### src/rtl/daq_trig_responder.sv
// DAQ-side trigger responder: delayed capture window into a sample buffer,
// hold-for-readout handshake, and missed-trigger bookkeeping.
module daq_trig_responder #(
  parameter int ADDR_W = 10,
  parameter int DLY_W  = 8
) (
  input  logic              clk,
  input  logic              rst,
  input  logic              run,
  input  logic              trig_in,
  input  logic [5:0]        pulse_ctr,
  input  logic [DLY_W-1:0]  cap_dly,
  input  logic [ADDR_W-1:0] cap_len,
  input  logic              readout_done,
  output logic              trig_rdy,
  output logic              wr_en,
  output logic [ADDR_W-1:0] wr_addr,
  output logic              data_rdy,
  output logic [5:0]        trig_tag,
  output logic [7:0]        missed_ctr,
  output logic              overrun
);

  localparam logic [2:0] IDLE    = 3'd0;
  localparam logic [2:0] DELAY   = 3'd1;
  localparam logic [2:0] CAPTURE = 3'd2;
  localparam logic [2:0] HOLD    = 3'd3;
  localparam logic [2:0] ARM     = 3'd4;

  logic [2:0]        state_q, state_d;
  logic              run_s1_q, run_s1_d, run_s2_q, run_s2_d;
  logic              rd_s1_q, rd_s1_d, rd_s2_q, rd_s2_d, rd_prev_q, rd_prev_d;
  logic              trig_rdy_q, trig_rdy_d;
  logic              wr_en_q, wr_en_d;
  logic [ADDR_W-1:0] wr_addr_q, wr_addr_d;
  logic              data_rdy_q, data_rdy_d;
  logic [5:0]        trig_tag_q, trig_tag_d;
  logic [7:0]        missed_q, missed_d;
  logic              overrun_q, overrun_d;
  logic [DLY_W-1:0]  dly_ctr_q, dly_ctr_d;
  logic [ADDR_W-1:0] len_q, len_d;

  logic              rd_rise;
  logic              missed_trig;
  logic [ADDR_W-1:0] last_addr;

  assign rd_rise     = rd_s2_q & ~rd_prev_q;
  assign missed_trig = trig_in & run_s2_q & (state_q != IDLE);
  // len_q of 0 wraps to all-ones, giving the full 2^ADDR_W sample window
  assign last_addr   = len_q - 1'b1;

  always_comb begin
    run_s1_d   = run;
    run_s2_d   = run_s1_q;
    rd_s1_d    = readout_done;
    rd_s2_d    = rd_s1_q;
    rd_prev_d  = rd_s2_q;
    state_d    = state_q;
    trig_rdy_d = trig_rdy_q;
    wr_en_d    = wr_en_q;
    wr_addr_d  = wr_addr_q;
    data_rdy_d = data_rdy_q;
    trig_tag_d = trig_tag_q;
    missed_d   = missed_q;
    overrun_d  = overrun_q;
    dly_ctr_d  = dly_ctr_q;
    len_d      = len_q;

    if (!run_s2_q) begin
      state_d    = IDLE;
      trig_rdy_d = 1'b1;
      wr_en_d    = 1'b0;
      wr_addr_d  = '0;
      data_rdy_d = 1'b0;
    end else begin
      case (state_q)
        IDLE: begin
          if (trig_in) begin
            trig_rdy_d = 1'b0;
            trig_tag_d = pulse_ctr;
            dly_ctr_d  = cap_dly;
            len_d      = cap_len;
            state_d    = DELAY;
          end
        end
        DELAY: begin
          if (dly_ctr_q == '0) begin
            wr_en_d   = 1'b1;
            wr_addr_d = '0;
            state_d   = CAPTURE;
          end else begin
            dly_ctr_d = dly_ctr_q - 1'b1;
          end
        end
        CAPTURE: begin
          if (wr_addr_q == last_addr) begin
            wr_en_d    = 1'b0;
            wr_addr_d  = '0;
            data_rdy_d = 1'b1;
            state_d    = HOLD;
          end else begin
            wr_addr_d = wr_addr_q + 1'b1;
          end
        end
        HOLD: begin
          if (rd_rise) begin
            data_rdy_d = 1'b0;
            overrun_d  = 1'b0;
            state_d    = ARM;
          end
        end
        ARM: begin
          trig_rdy_d = 1'b1;
          state_d    = IDLE;
        end
        default: begin
          state_d    = IDLE;
          trig_rdy_d = 1'b1;
          wr_en_d    = 1'b0;
          wr_addr_d  = '0;
          data_rdy_d = 1'b0;
        end
      endcase
    end

    // a rejected trigger overrides a same-cycle readout clear of overrun
    if (missed_trig) begin
      overrun_d = 1'b1;
      if (missed_q != 8'hFF) missed_d = missed_q + 8'd1;
    end
  end

  always_ff @(posedge clk or posedge rst) begin
    if (rst) begin
      state_q    <= IDLE;
      run_s1_q   <= 1'b0;
      run_s2_q   <= 1'b0;
      rd_s1_q    <= 1'b0;
      rd_s2_q    <= 1'b0;
      rd_prev_q  <= 1'b0;
      trig_rdy_q <= 1'b1;
      wr_en_q    <= 1'b0;
      wr_addr_q  <= '0;
      data_rdy_q <= 1'b0;
      trig_tag_q <= '0;
      missed_q   <= '0;
      overrun_q  <= 1'b0;
    end else begin
      state_q    <= state_d;
      run_s1_q   <= run_s1_d;
      run_s2_q   <= run_s2_d;
      rd_s1_q    <= rd_s1_d;
      rd_s2_q    <= rd_s2_d;
      rd_prev_q  <= rd_prev_d;
      trig_rdy_q <= trig_rdy_d;
      wr_en_q    <= wr_en_d;
      wr_addr_q  <= wr_addr_d;
      data_rdy_q <= data_rdy_d;
      trig_tag_q <= trig_tag_d;
      missed_q   <= missed_d;
      overrun_q  <= overrun_d;
    end
  end

  // Delay and length registers are always loaded before use, so they need no reset
  always_ff @(posedge clk) begin
    dly_ctr_q <= dly_ctr_d;
    len_q     <= len_d;
  end

  assign trig_rdy   = trig_rdy_q;
  assign wr_en      = wr_en_q;
  assign wr_addr    = wr_addr_q;
  assign data_rdy   = data_rdy_q;
  assign trig_tag   = trig_tag_q;
  assign missed_ctr = missed_q;
  assign overrun    = overrun_q;

endmodule

### config.mk
export PLATFORM = sky130hd
export DESIGN_NAME = daq_trig_responder
export DESIGN_NICKNAME = d
export VERILOG_FILES = /design/src/rtl/daq_trig_responder.sv
export SDC_FILE = /design/constraint.sdc
export NUM_CORES = 1
export LEC_CHECK = 0
export ABC_AREA = 0
export BUFFER_PORTS_ARGS = -buffer_cell sky130_fd_sc_hd__buf_2
export CAP_MARGIN = 25
export CORE_UTILIZATION = 35
export CTS_CLUSTER_SIZE = 24
export DETAILED_ROUTE_END_ITERATION = 16
export HOLD_SLACK_MARGIN = 0.02
export PLACE_DENSITY = 0.65
export SLEW_MARGIN = 30
export SYNTH_ARGS = -nofsm -noshare
export SYNTH_HDL_FRONTEND = slang
export SYNTH_SLANG_ARGS = --single-unit
### constraint.sdc
create_clock -name clk -period 2.1 [get_ports clk]
set_input_delay 0.21 -clock clk [delete_from_list [all_inputs] [get_ports clk]]
set_output_delay 0.21 -clock clk [all_outputs]
set_load 0.02 [all_outputs]
==> run summary <==
initial core utilization -> 36.8%
worst-skew pair later-pin latency -> 0.31 ns
pre-CTS setup slack -> -0.119 ns
Seq/Total Area, Yosys -> 53.2%
setup TNS -> -0.0429 ns
final-report setup violation count -> 4
grt ovf -> 0
hold_sp -> cap_len[8]
vias in the first global route -> 2217
Critical R2R Capture -> wr_addr[4]$_DFFE_PP0P_
CTS clock-pin slew for the worst setup and hold paths -> 0.10 ns
EDFF count, synth -> 18
Slew @ Worst Pin -> 0.552 ns
PD cells -> 668 mW/mm^2
worst path arrival time -> 2.32 ns
CP Launch Type -> register
Worst slew margin -> 62.7%
Reg2Reg Setup Slack -> -0.02 ns
Die ar. -> 0.00811 sq mm
clock root cell -> clkbuf_8
Hold EP -> len_q[8]$_DFFE_PP_
Nets -> 389
CP peak stage delay -> 0.56 ns
largest net degree at the start of global routing -> 37
# port buffers -> 56
syn_nets -> 291
antenna violations before repair -> 0
DRT antenna net count -> 0
minimum clock period -> 2.12 ns
RSZ-0062 raised after global routing -> yes
Global Route Usage Sum -> 15.1%
synth unique cells -> 53
hold path cells -> 1
row count -> 31
period utilisation layout -> 101%
Synth Flop Type -> dfrtp_1
FFs w/ async S/R, synth -> 66.7%
Syn Inst Count -> 257
Clock Sinks -> 54
critical path endpoint category -> register
YS warnings -> 0
clock skew -> 0.00774 ns
CP delay by family, top -> compound AO/OA/AOI/OAI gates
fillers -> 711
n_diodes -> 0
CP Buf/Inv Count -> 1
multi-input logic area -> 0.00128 sq mm
FMAX -> 471 MHz
cell leakage power -> 1.67 nW
status -> finished with violations
Non-Filler Instances -> 455
WL/cell -> 13.1 microns
clk buf depth -> 2
CTS buffer count -> 5
num ports -> 57
H-tree levels -> 2
CORE AREA -> 0.00737 sq mm
Layout area overhead -> 31.9%
Worst VDD drop -> 0.409 mV
critical path, cell by cell -> or4_1 > o21ai_2 > o211ai_1 > o211ai_4 > buf_4 > a21oi_4 > a221o_1
Crit-path slowest cell -> or4_1
worst setup margin -> -0.0217 ns
drt total wl -> 5.94 mm
Hold Fails Final Rpt -> 0
Hold Path Class -> in -> reg
WS Path Type -> reg -> reg
Final Util -> 48.6%
DP HPWL -> 4.29 mm
RR Startpoint -> len_q[1]$_DFFE_PP_
vias -> 2248
Max FO, Critical Path -> 6
flip-flop and latch area -> 0.00144 sq mm
violations in the final reports -> setup timing
die span in y -> 90.1 microns
Overall Power -> 0.00239 W
Worst Setup SP -> len_q[1]$_DFFE_PP_
Req. time, crit path -> 2.30 ns
first-pass GRT wire length -> 9.98 mm
TritonRoute pass-1 iters -> 4
Die W -> 90.1 microns
DRC -> 0
maximum capacitance violations -> 0
GP Congestion -> 0.819
Synth Cell Area -> 0.00271 sq mm
Final Slew Violations -> 0
reg2reg path depth -> 7
Via density -> 4.94
CTS tree -> built
Synth Register Bits -> 54
layout cells sized above 1 -> 35.4%
DR iter-0 viols -> 143
Mean Syn Cell Area -> 10.6 sq um
Cells after DPL -> 439
-- worst reg2reg max path, delay by kind of cell, from the launching register on --
family,cells,cell delay [ns]
compound gates,5,0.84
simple gates,1,0.56
flops,1,0.43
buf+inv,1,0.18
-- routing by layer --
layer	vias up	track usage, %	routed length [microns]
met2	56	24.8	2930
met4	0	6.72	87
met5	-	0	0
met3	6	3.05	205
li1	1113	-	-
met1	1073	19.3	2720
-- what timing repair did --
action / in CTS / in global routing
pin swaps: 7 / 4
endpoints found under the hold margin: 37 / 0
gates resized for setup: 8 / 5
buffers inserted: 2 / 3
hold buffers: 3 / 0
setup endpoints to repair: 8 / 16
-- how the worst max path moves through the flow --
stage,to,slack (ns),cells after the start
global placement,wr_addr[4]$_DFFE_PP0P_,-0.07,6
detailed placement,wr_addr[3]$_DFFE_PP0P_,-0.12,6
global route,wr_addr[4]$_DFFE_PP0P_,-0.15,10
floorplan,wr_addr[3]$_DFFE_PP0P_,-0.07,8
finish,wr_addr[4]$_DFFE_PP0P_,-0.02,7
CTS,wr_addr[2]$_DFFE_PP0P_,-0.04,9
-- synth_stat cells, types with 2 or more instances --
| cell type | count | area share, % |
|---|---|---|
| nand2_1 | 44 | 6.1 |
| dfrtp_1 | 35 | 32 |
| edfxtp_1 | 18 | 20 |
| xnor2_1 | 16 | 5.2 |
| nor2_1 | 15 | 2.1 |
| o21ai_0 | 13 | 2.4 |
| xor2_1 | 11 | 3.5 |
| inv_1 | 10 | 1.4 |
| nand3_1 | 7 | 1.3 |
| a21oi_1 | 5 | 0.92 |
| ha_1 | 5 | 2.3 |
| nor3_1 | 5 | 0.92 |
| a221o_1 | 4 | 1.5 |
| a31oi_1 | 4 | 0.92 |
| and2_1 | 4 | 0.92 |
| clkbuf_1 | 4 | 0.55 |
| nand3b_1 | 4 | 1.1 |
| a21o_1 | 3 | 0.83 |
| a221oi_1 | 3 | 0.97 |
| and3_1 | 3 | 0.69 |
| nand4_1 | 3 | 0.69 |
| nor2b_1 | 3 | 0.69 |
| or2_2 | 3 | 0.69 |
| a2111oi_1 | 2 | 0.74 |
| a32o_1 | 2 | 0.74 |
| mux2_2 | 2 | 0.83 |
| nand2b_1 | 2 | 0.46 |
| or3_1 | 2 | 0.46 |
-- cell usage in the layout (no fill, tap or decap), types with 4 or more instances in the layout --
master / count
nor3_1: 4
xor2_1: 11
xnor2_1: 16
o21ai_0: 12
nand2_1: 44
and2_1: 4
dfrtp_1: 35
nand3b_1: 4
ha_1: 4
buf_4: 35
buf_2: 56
clkbuf_8: 5
nand3_1: 7
nor2_1: 15
inv_1: 8
a221o_1: 4
edfxtp_1: 18
a21oi_1: 4
-- area by class of cell --
class | count | area share [%]
tap | 99 | 3.46
clock inverter | 3 | 0.559
multi-input combinational | 187 | 35.7
clock buffer | 5 | 1.92
timing repair buffer | 96 | 16.9
sequential | 54 | 40.3
inverter | 11 | 1.15
-- cell families after synthesis --
| group | after synthesis | share of synthesized area [%] |
|---|---|---|
| AOI/OAI and AO/OA | 47 | 12.6 |
| xor gates and xnor gates | 27 | 8.71 |
| adders and majority gates | 5 | 2.31 |
| buffers and inverters | 16 | 2.26 |
| DFF | 54 | 53.2 |
| muxes | 2 | 0.830 |
| and+or+nand+nor | 106 | 20.1 |
-- registers in the layout, summed over array words and instances, names as in the netlist --
name	flops
wr_addr	10
len_q	10
rd_s1_q	1
dly_ctr_q	8
rd_prev_d	1
overrun	1
rd_prev_q	1
state_q	3
run_s2_q	1
trig_tag	6
run_s1_q	1
data_rdy	1
wr_en	1
missed_ctr	8
trig_rdy	1
-- metrics by stage --
step	area (sq um)	hold slack, ns
after global placement	3360	0.319
after global routing	3580	0.0548
after CTS	3530	0.0638
final	3580	0.0772
after detailed placement	3360	0.321
after floorplan	2730	0.241
-- power by group --
group	switching, W	total [W]	internal [W]	leakage [nW]
Combinational	0.000303	0.000528	0.000225	0.988
Sequential	0.0000744	0.00127	0.00120	0.637
Clock	0.000351	0.000587	0.000236	0.0484
Total	0.000729	0.00239	0.00166	1.67
Note: power is estimated with default switching activity, not from simulation.
